<file path="config.mk">
export PLATFORM = sky130hd
export DESIGN_NAME = note_source
export DESIGN_NICKNAME = d
export VERILOG_FILES = /design/src/rtl/dance_pkg.sv /design/src/rtl/lfsr8.sv /design/src/rtl/note_source.sv
export SDC_FILE = /design/constraint.sdc
export NUM_CORES = 1
export LEC_CHECK = 0
export CORE_MARGIN = 2
export CORE_UTILIZATION = 50
export DETAILED_ROUTE_END_ITERATION = 16
export PLACE_DENSITY = 0.78
export REMOVE_ABC_BUFFERS = 1
export SYNTH_ARGS = -nofsm -noshare
export SYNTH_HDL_FRONTEND = slang
export SYNTH_HIERARCHICAL = 1
export SYNTH_SLANG_ARGS = --single-unit
</file>
<file path="constraint.sdc">
create_clock -name Clock -period 3.8 [get_ports Clock]
set_input_delay 0.95 -clock Clock [delete_from_list [all_inputs] [get_ports Clock]]
set_output_delay 0.95 -clock Clock [all_outputs]
set_load 0.05 [all_outputs]
</file>
<file path="src/rtl/dance_pkg.sv">
// -----------------------------------------------------------------------------
// dance_pkg
// Shared constants and types for the note source slice:
//   NUM_LANES     - number of light lanes fed by the note source
//   LFSR_TAPS     - tap mask for the 8-bit Fibonacci LFSR (taps 8,6,5,4)
//   DEFAULT_SEED  - power-up / restart value of the LFSR
//   state_t       - note source FSM states
//   note_pattern  - maps a pre-advance LFSR value to a lane pattern
// -----------------------------------------------------------------------------
package dance_pkg;

   localparam int unsigned NUM_LANES    = 4;
   localparam logic [7:0]  LFSR_TAPS    = 8'b1011_1000;
   localparam logic [7:0]  DEFAULT_SEED = 8'hA5;

   typedef enum logic [1:0] {
      IDLE  = 2'd0,
      ARMED = 2'd1,
      GAP   = 2'd2
   } state_t;

   // One-hot lane at v[4:3]; when v[7:5] is all ones the lane two positions
   // away (mod 4) lights as well, giving a double note.
   function automatic logic [NUM_LANES-1:0] note_pattern(input logic [7:0] v);
      logic [1:0]           idx;
      logic [1:0]           mirror;
      logic [NUM_LANES-1:0] pat;
      idx    = v[4:3];
      mirror = idx + 2'd2;
      pat    = '0;
      pat[idx] = 1'b1;
      if (&v[7:5]) begin
         pat[mirror] = 1'b1;
      end
      return pat;
   endfunction

endpackage

</file>
<file path="src/rtl/lfsr8.sv">
// -----------------------------------------------------------------------------
// lfsr8
// 8-bit Fibonacci LFSR, shift left with feedback into bit 0.
// Ports:
//   Clock   - system clock, rising edge
//   Reset   - asynchronous active-low reset, loads RESET_VALUE
//   load    - synchronous load of seed (wins over advance)
//   seed    - value loaded by load
//   advance - shift one position this cycle
//   value   - current register contents
// -----------------------------------------------------------------------------
module lfsr8
   import dance_pkg::*;
#(
   parameter logic [7:0] RESET_VALUE = DEFAULT_SEED
) (
   input  logic       Clock,
   input  logic       Reset,
   input  logic       load,
   input  logic [7:0] seed,
   input  logic       advance,
   output logic [7:0] value
);

   logic [7:0] r_value;
   logic       w_feedback;

   assign w_feedback = ^(r_value & LFSR_TAPS);
   assign value      = r_value;

   always_ff @(posedge Clock or negedge Reset) begin
      if (!Reset) begin
         r_value <= RESET_VALUE;
      end else if (load) begin
         r_value <= seed;
      end else if (advance) begin
         r_value <= {r_value[6:0], w_feedback};
      end
   end

endmodule

</file>
<file path="src/rtl/note_source.sv">
// -----------------------------------------------------------------------------
// note_source
// Generates the note pattern injected at the top of the four light lanes.
// A prescaler produces a column-step strobe every STEP_CYCLES enabled cycles;
// on each step an LFSR-driven FSM decides whether to emit a note.
// Ports:
//   Clock        - system clock, rising edge
//   Reset        - asynchronous active-low reset
//   enable       - run request; low freezes all state
//   set          - synchronous restart, same effect as Reset
//   step         - single-cycle column-shift strobe
//   lane_out     - registered note pattern, held between steps
//   notes_issued - saturating count of emitting steps
// -----------------------------------------------------------------------------
module note_source
   import dance_pkg::*;
#(
   parameter int unsigned STEP_CYCLES = 4,
   parameter int unsigned DENSITY     = 4,
   parameter int unsigned MIN_GAP     = 1,
   parameter logic [7:0]  SEED        = DEFAULT_SEED
) (
   input  logic                 Clock,
   input  logic                 Reset,
   input  logic                 enable,
   input  logic                 set,
   output logic                 step,
   output logic [NUM_LANES-1:0] lane_out,
   output logic [7:0]           notes_issued
);

   localparam logic [15:0] PRESC_MAX   = 16'(STEP_CYCLES - 1);
   localparam logic [3:0]  DENSITY_CMP = 4'(DENSITY);
   localparam logic [2:0]  GAP_LOAD    = 3'(MIN_GAP);

   logic [15:0]          r_presc;
   state_t               r_state;
   logic [2:0]           r_gap_cnt;
   logic [NUM_LANES-1:0] r_lane;
   logic [7:0]           r_notes;

   logic                 w_step;
   logic                 w_hit;
   logic                 w_emit;
   logic [7:0]           w_lfsr;
   state_t               w_state_nxt;
   logic [2:0]           w_gap_nxt;
   logic [NUM_LANES-1:0] w_lane_nxt;

   // step is gated by set so a restart landing on a step edge has no step effect
   assign w_step       = enable & ~set & (r_presc == PRESC_MAX);
   assign step         = w_step;
   assign lane_out     = r_lane;
   assign notes_issued = r_notes;

   // Emit decision uses the pre-advance LFSR value; it shifts on this same edge
   assign w_hit = ({1'b0, w_lfsr[2:0]} < DENSITY_CMP);

   lfsr8 #(
      .RESET_VALUE(SEED)
   ) u_lfsr (
      .Clock  (Clock),
      .Reset  (Reset),
      .load   (set),
      .seed   (SEED),
      .advance(w_step),
      .value  (w_lfsr)
   );

   always_ff @(posedge Clock or negedge Reset) begin
      if (!Reset) begin
         r_presc <= '0;
      end else if (set) begin
         r_presc <= '0;
      end else if (enable) begin
         if (r_presc == PRESC_MAX) begin
            r_presc <= '0;
         end else begin
            r_presc <= r_presc + 16'd1;
         end
      end
   end

   always_comb begin
      w_state_nxt = r_state;
      w_gap_nxt   = r_gap_cnt;
      w_lane_nxt  = r_lane;
      w_emit      = 1'b0;
      if (w_step) begin
         w_lane_nxt = '0;
         case (r_state)
            IDLE: begin
               w_state_nxt = ARMED;
            end
            ARMED: begin
               if (w_hit) begin
                  w_emit     = 1'b1;
                  w_lane_nxt = note_pattern(w_lfsr);
                  if (MIN_GAP > 0) begin
                     w_state_nxt = GAP;
                     w_gap_nxt   = GAP_LOAD;
                  end
               end
            end
            GAP: begin
               if (r_gap_cnt <= 3'd1) begin
                  w_state_nxt = ARMED;
                  w_gap_nxt   = '0;
               end else begin
                  w_gap_nxt = r_gap_cnt - 3'd1;
               end
            end
            default: begin
               w_state_nxt = IDLE;
               w_gap_nxt   = '0;
            end
         endcase
      end
   end

   always_ff @(posedge Clock or negedge Reset) begin
      if (!Reset) begin
         r_state   <= IDLE;
         r_gap_cnt <= '0;
         r_lane    <= '0;
         r_notes   <= '0;
      end else if (set) begin
         r_state   <= IDLE;
         r_gap_cnt <= '0;
         r_lane    <= '0;
         r_notes   <= '0;
      end else begin
         r_state   <= w_state_nxt;
         r_gap_cnt <= w_gap_nxt;
         r_lane    <= w_lane_nxt;
         if (w_emit && (r_notes != 8'hFF)) begin
            r_notes <= r_notes + 8'd1;
         end
      end
   end

endmodule

</file>
==> impl_metrics.tcl <==
set metrics [dict create \
    drive_gt1_frac 0.104 \
    vias 2308 \
    yosysWarningCount 6 \
    cp-startpoint "enable" \
    cpMaxStageDelayCell "clkdlybuf4s50_1" \
    synth_most_common_cell "dfrtp_1" \
    path_class "in -> out" \
    drt_iter0_markers 184 \
    synth_seq_area_share 0.392 \
    fmax_ghz 0.308 \
    dp_cells 361 \
    ios 17 \
    power_density_mw_per_mm2 333 \
    clk_latency_ns 0.31 \
    dp_hpwl_mm 3.99 \
    start_util 0.515 \
    grt_usage 0.216 \
    cts_setup_buffers 0 \
    final_cells 369 \
    setup_violations 0 \
    die_w_um 76.6 \
    r2r.worst_path.cells 4 \
    n_antenna_cell 0 \
    hold_viol_final 0 \
    synth_edf_count 0 \
    portBuffers 16 \
    fillCellCount 465 \
    reg2reg_slack_ns 1.57 \
    slowest_delay_ns 0.52 \
    crit_end "step" \
    antenna_found_initial 0 \
    drcViolationCount 0 \
    overflow 0 \
    critical_path_arrival_ns 2.29 \
    ys_async_sr_fraction 1.00 \
    gp_congestion 0.892 \
    post_cts_resized 0 \
    yosysUniqueCellTypes 62 \
    ys_top_cells_by_count "dfrtp_1, nand2_1, inv_1" \
    vdd_drop_max_mv 0.315 \
    cts_tree "yes" \
    path_cells "clkdlybuf4s50_1 -> and4bb_1 -> nand4_4 -> nor2_1 -> buf_12" \
    min_path_type "reg -> reg" \
    syn_inst 281 \
    clock_sinks 41 \
    netlist_area_mm2 0.00263 \
    fin_setup_tns_ns 0 \
    grt_pass1_wl_mm 10.5 \
    drt_first_pass_iters 4 \
    clkSlewWorstSetupHoldPaths_ns 0.09 \
    cts_made_buffers 5 \
    die_h_um 76.6 \
    nets 309 \
    finalMaxSlewViolations 0 \
    grt_pass1_vias 2270 \
    ys_ff_latch 41 \
    period_share 0.853 \
    postSynthAreaPerCell_um2 9.37 \
    stdcell_area_mm2 0.00297 \
    netlist.area_leader.share 0.352 \
    cts_root_buffer "clkbuf_8" \
    antenna_left 0 \
    synthTopCellsByArea "dfrtp_1, nand2_1, dfstp_2" \
    ys.flop_type "dfrtp_1" \
    worst_pin_slew_ns 0.922 \
    relSlewSlack 0.385 \
    clock_skew_ns 0.0145 \
    crit_required_ns 2.85 \
    row_count 26 \
    r2r-end "r_presc[10]" \
    grt_max_degree 42 \
    drt-total-wl_mm 5.97 \
    status "finished clean" \
    rsz0062_at_grt "false" \
    dpl_cell_area_mm2 0.00287 \
    synth_top_cell_by_area "dfrtp_1" \
    hold_buffers 0 \
    total_power_w 0.000989 \
    core_area_mm2 0.00511 \
    wl_per_cell_um 16.2 \
    vias_per_cell 6.25 \
    maxCapViolations 0 \
    cts_max_path_buffers 2 \
    fp.dieArea_mm2 0.00586 \
    syn2layout_area_growth_pct 13.0 \
    p_leak_nw 1.19 \
    worstSetupStartpointType "primary input" \
    post-route-min-period_ns 3.24 \
    end_kind "output pin" \
    h-tree-depth 2 \
    path_max_fanout 5 \
    r2r_start "r_presc[12]" \
]
-- final cells by class --
type	instances	area [um2]	share of cell area
Timing Repair Buffer	21	203	0.0682
Tap cell	70	87.6	0.0294
Clock inverter	2	35.0	0.0118
Sequential cell	41	1030	0.347
Multi-Input combinational cell	213	1490	0.499
Clock buffer	6	72.6	0.0244
Inverter	16	60.1	0.0202
-- worst min path at each step --
| stage | start | to | slack, ns | cells past startpoint |
|---|---|---|---|---|
| floorplan | r_gap_cnt[2] | r_gap_cnt[2] | 0.48 | 1 |
| global placement | r_gap_cnt[2] | r_gap_cnt[2] | 0.51 | 1 |
| detailed placement | lane_out[3] | lane_out[3] | 0.52 | 2 |
| CTS | lane_out[3] | lane_out[3] | 0.53 | 2 |
| global route | lane_out[1] | lane_out[1] | 0.55 | 2 |
| finish | r_gap_cnt[2] | r_gap_cnt[2] | 0.53 | 1 |
-- kinds of logic after synthesis --
family / count (synthesis) / share of synthesized area
muxes: 9 / 0.0347
DFF: 41 / 0.392
buffers and inverters: 33 / 0.0528
xor gates and xnor gates: 3 / 0.0128
other: 2 / 0.00285
and+or+nand+nor: 95 / 0.215
AOI/OAI and AO/OA: 91 / 0.257
adders and majority gates: 7 / 0.0333
-- through the flow --
step,hold slack (ns),setup WS (ns),util
after CTS,0.527,0.549,0.582
after global placement,0.506,0.594,0.561
after global routing,0.548,0.486,0.582
after detailed placement,0.516,0.559,0.561
after floorplan,0.477,0.185,-
final,0.526,0.558,0.582
-- state kept, by name (all words and copies together) (netlist names) --
signal	count
notes_issued	8
r_state	2
lane_out	4
r_presc	16
u_lfsr/value	8
r_gap_cnt	3
-- critical path: cells and delay by family --
| family | cells | cell delay [ns] |
|---|---|---|
| simple gates | 3 | 0.64 |
| buf+inv | 2 | 0.70 |
-- layer usage --
layer  vias to the layer above  share of wire  GRT usage  routed length (um)
met4                         0          0.020     0.0927                 121
li1                       1099              -          -                   -
met1                      1133           0.46      0.289                2730
met3                        14          0.040     0.0296                 239
met2                        62           0.48      0.352                2870
met5                         -              0          0                   0
-- power by group --
part           total, W  internal [W]  switching [W]
registers      0.000488      0.000457      0.0000306
clock network  0.000355      0.000195       0.000160
logic          0.000147     0.0000485      0.0000981
-- placed cells by master (no fill, tap or decap), types with 5 or more instances in the layout --
| cell type | Yosys | layout |
|---|---|---|
| a211o_1 | 5 | 5 |
| a211oi_1 | 11 | 11 |
| a21oi_1 | 13 | 13 |
| a2bb2oi_1 | 7 | 7 |
| buf_4 | 1 | 5 |
| clkbuf_8 | 0 | 5 |
| clkdlybuf4s50_1 | 0 | 14 |
| conb_1 | 2 | 8 |
| dfrtp_1 | 37 | 37 |
| ha_1 | 7 | 7 |
| inv_1 | 15 | 15 |
| mux2i_1 | 8 | 8 |
| nand2_1 | 34 | 34 |
| nand3_1 | 5 | 5 |
| nand4_1 | 6 | 6 |
| nor2_1 | 11 | 11 |
| nor4_1 | 5 | 5 |
| o211ai_1 | 10 | 10 |
| o21ai_0 | 10 | 10 |
| o41ai_1 | 6 | 6 |
(Power assumes the default switching activity.)
==> variant (config.mk and constraints unchanged) <==
The 3 states of `state_t` get a one-hot encoding in 3 bits.
--- a/src/rtl/dance_pkg.sv
+++ b/src/rtl/dance_pkg.sv
@@ -14,8 +14,8 @@
    localparam logic [7:0]  DEFAULT_SEED = 8'hA5;
 
-   typedef enum logic [1:0] {
-      IDLE  = 2'd0,
-      ARMED = 2'd1,
-      GAP   = 2'd2
+   typedef enum logic [2:0] {
+      IDLE  = 3'b001,
+      ARMED = 3'b010,
+      GAP   = 3'b100
    } state_t;
 
Behaviour: same outputs for any inputs over 10 cycles, from zero or initial values and one cycle with Reset low; not proved beyond that.
==> variant against the unedited design <==
Combinational power fell by 48%; area after synthesis fell by 8.7%; sequential cell count rose by 1; critical path depth did not move; wire length fell by 16%; count of clock-buffer cells in the layout rose by 1; total power fell by 8.3%; setup slack got worse by 0.15 ns; cell area fell by 7.2%; critical path type unchanged; largest power group unchanged.
==> variant: results (changes against the unedited design) <==
[power_and_ir_drop]
p_leak_nw=1.100  ; -7.3%
p_sw_w=0.0002164  ; -25%

[timing]
timing.hold.ws_ns=0.5198  ; -0.005885 ns
fin_skew_ns=0.006103  ; -0.008419 ns
worstMarginPinSlew_ns=0.9316  ; +0.009774 ns

[status]
status=completed

[route]
wl_met3_um=189  ; -21%
drtIter0Drc=132  ; -28%
viasPerCell=6.062  ; -3.1%
routed_wl_mm=5.013  ; -16%
dr_wl_met2_mm=2.324  ; -19%

[critical_path]
r2r_start=r_presc[8]
timing.rr.end=r_gap_cnt[0]
cp.arrival_ns=2.44  ; +0.15 ns
r2r_slack_ns=1.51  ; -0.06 ns
rr_worst_depth=5  ; +1
worstPathMaxFanout=2  ; -3

[global_routing]
track_usage=0.2046  ; -0.01152
grt_max_degree=43  ; +2.4%
grt_pass1_wl_mm=8.493  ; -19%
grt_use_met1=0.2852  ; -0.003902
grt_pass1_vias=1833  ; -19%
gr-usage-met3=0.04801  ; +0.01839

[yosys]
ys_seq_area_frac=0.4399  ; +0.04824
synth-xor-area-share=0.01770  ; +0.004866
synth.top_cells.by_area=dfrtp_1 39%, dfstp_2 5.5%, nand2_1 4.1%, nand3_1 3.5%, o21ai_0 3.5%
synthTopCellsByCount=37 x dfrtp_1, 26 x nand2_1, 17 x nand3_1, 17 x o21ai_0, 12 x a31oi_1
synth.area.mux_share=0.04789  ; +0.01320
synth_fa_ha_area_frac=0.02082  ; -0.01245
synth_cell_types=55  ; -11%

[placement]
place_hpwl_mm=3.464  ; -13%
placedCellCount=331  ; -8.3%
place_area_um2=2654  ; -7.4%

[cells_and_area]
drive_gt1_frac=0.1018  ; -0.001925
layout.nets=292  ; -5.5%

[cts]
clk_latency_ns=0.29  ; -0.02 ns

[min_path]
hold_end=lane_out[1]
whs_path_depth=2  ; +1

variant: changes by cell type after synthesis, moves of 4 or more:
cell	change
a211oi_1	-9
nand3_1	+12
a2bb2oi_1	-5
o21ai_0	+7
o211ai_1	-7
or3_1	+4
nand2_1	-8
a211o_1	-5
and3_1	+5
o41ai_1	-5
clkbuf_1	-6
a31oi_1	+9
inv_1	-5
variant: power by group through the flow:
stage	Sequential [W]	Clock [W]	Combinational, W
finish	0.000481	0.000349	0.0000771
global placement	0.000489	0	0.0000757
detailed placement	0.000489	0	0.0000775
CTS	0.000481	0.000358	0.0000776
floorplan	0.000485	0	0.0000469
global route	0.000484	0.000381	0.0000877
variant: layout make-up:
cell class | instances | area, um^2 | area share
Sequential cell | 42 | 1057 | 0.3830
Clock buffer | 7 | 76.32 | 0.02765
Tap cell | 54 | 67.56 | 0.02448
Inverter | 11 | 41.29 | 0.01496
Timing Repair Buffer | 23 | 217.7 | 0.07888
Clock inverter | 1 | 30.03 | 0.01088
Multi-Input combinational cell | 201 | 1270 | 0.4601
variant: per-stage QoR:
step                      utilization  worst slack, ns
after floorplan                     -           0.1244
after global placement         0.5656           0.4405
after detailed placement       0.5656           0.3868
after CTS                      0.5883           0.3858
after global routing           0.5883           0.2887
final                          0.5883           0.4059
variant: how the worst max path moves through the flow:
stage,start,to,slack [ns],cells past startpoint
5_1_grt,enable,step,0.29,5
2_1_floorplan,enable,step,0.12,3
3_5_place_dp,enable,step,0.39,5
6_report,enable,step,0.41,5
3_3_place_gp,enable,step,0.44,5
4_1_cts,enable,step,0.39,5
variant: critical path, stage by stage:
cell,delay (ns)
clkdlybuf4s50_1,0.48
nor4bb_1,0.35
nand4_1,0.21
nor2_1,0.28
buf_12,0.18
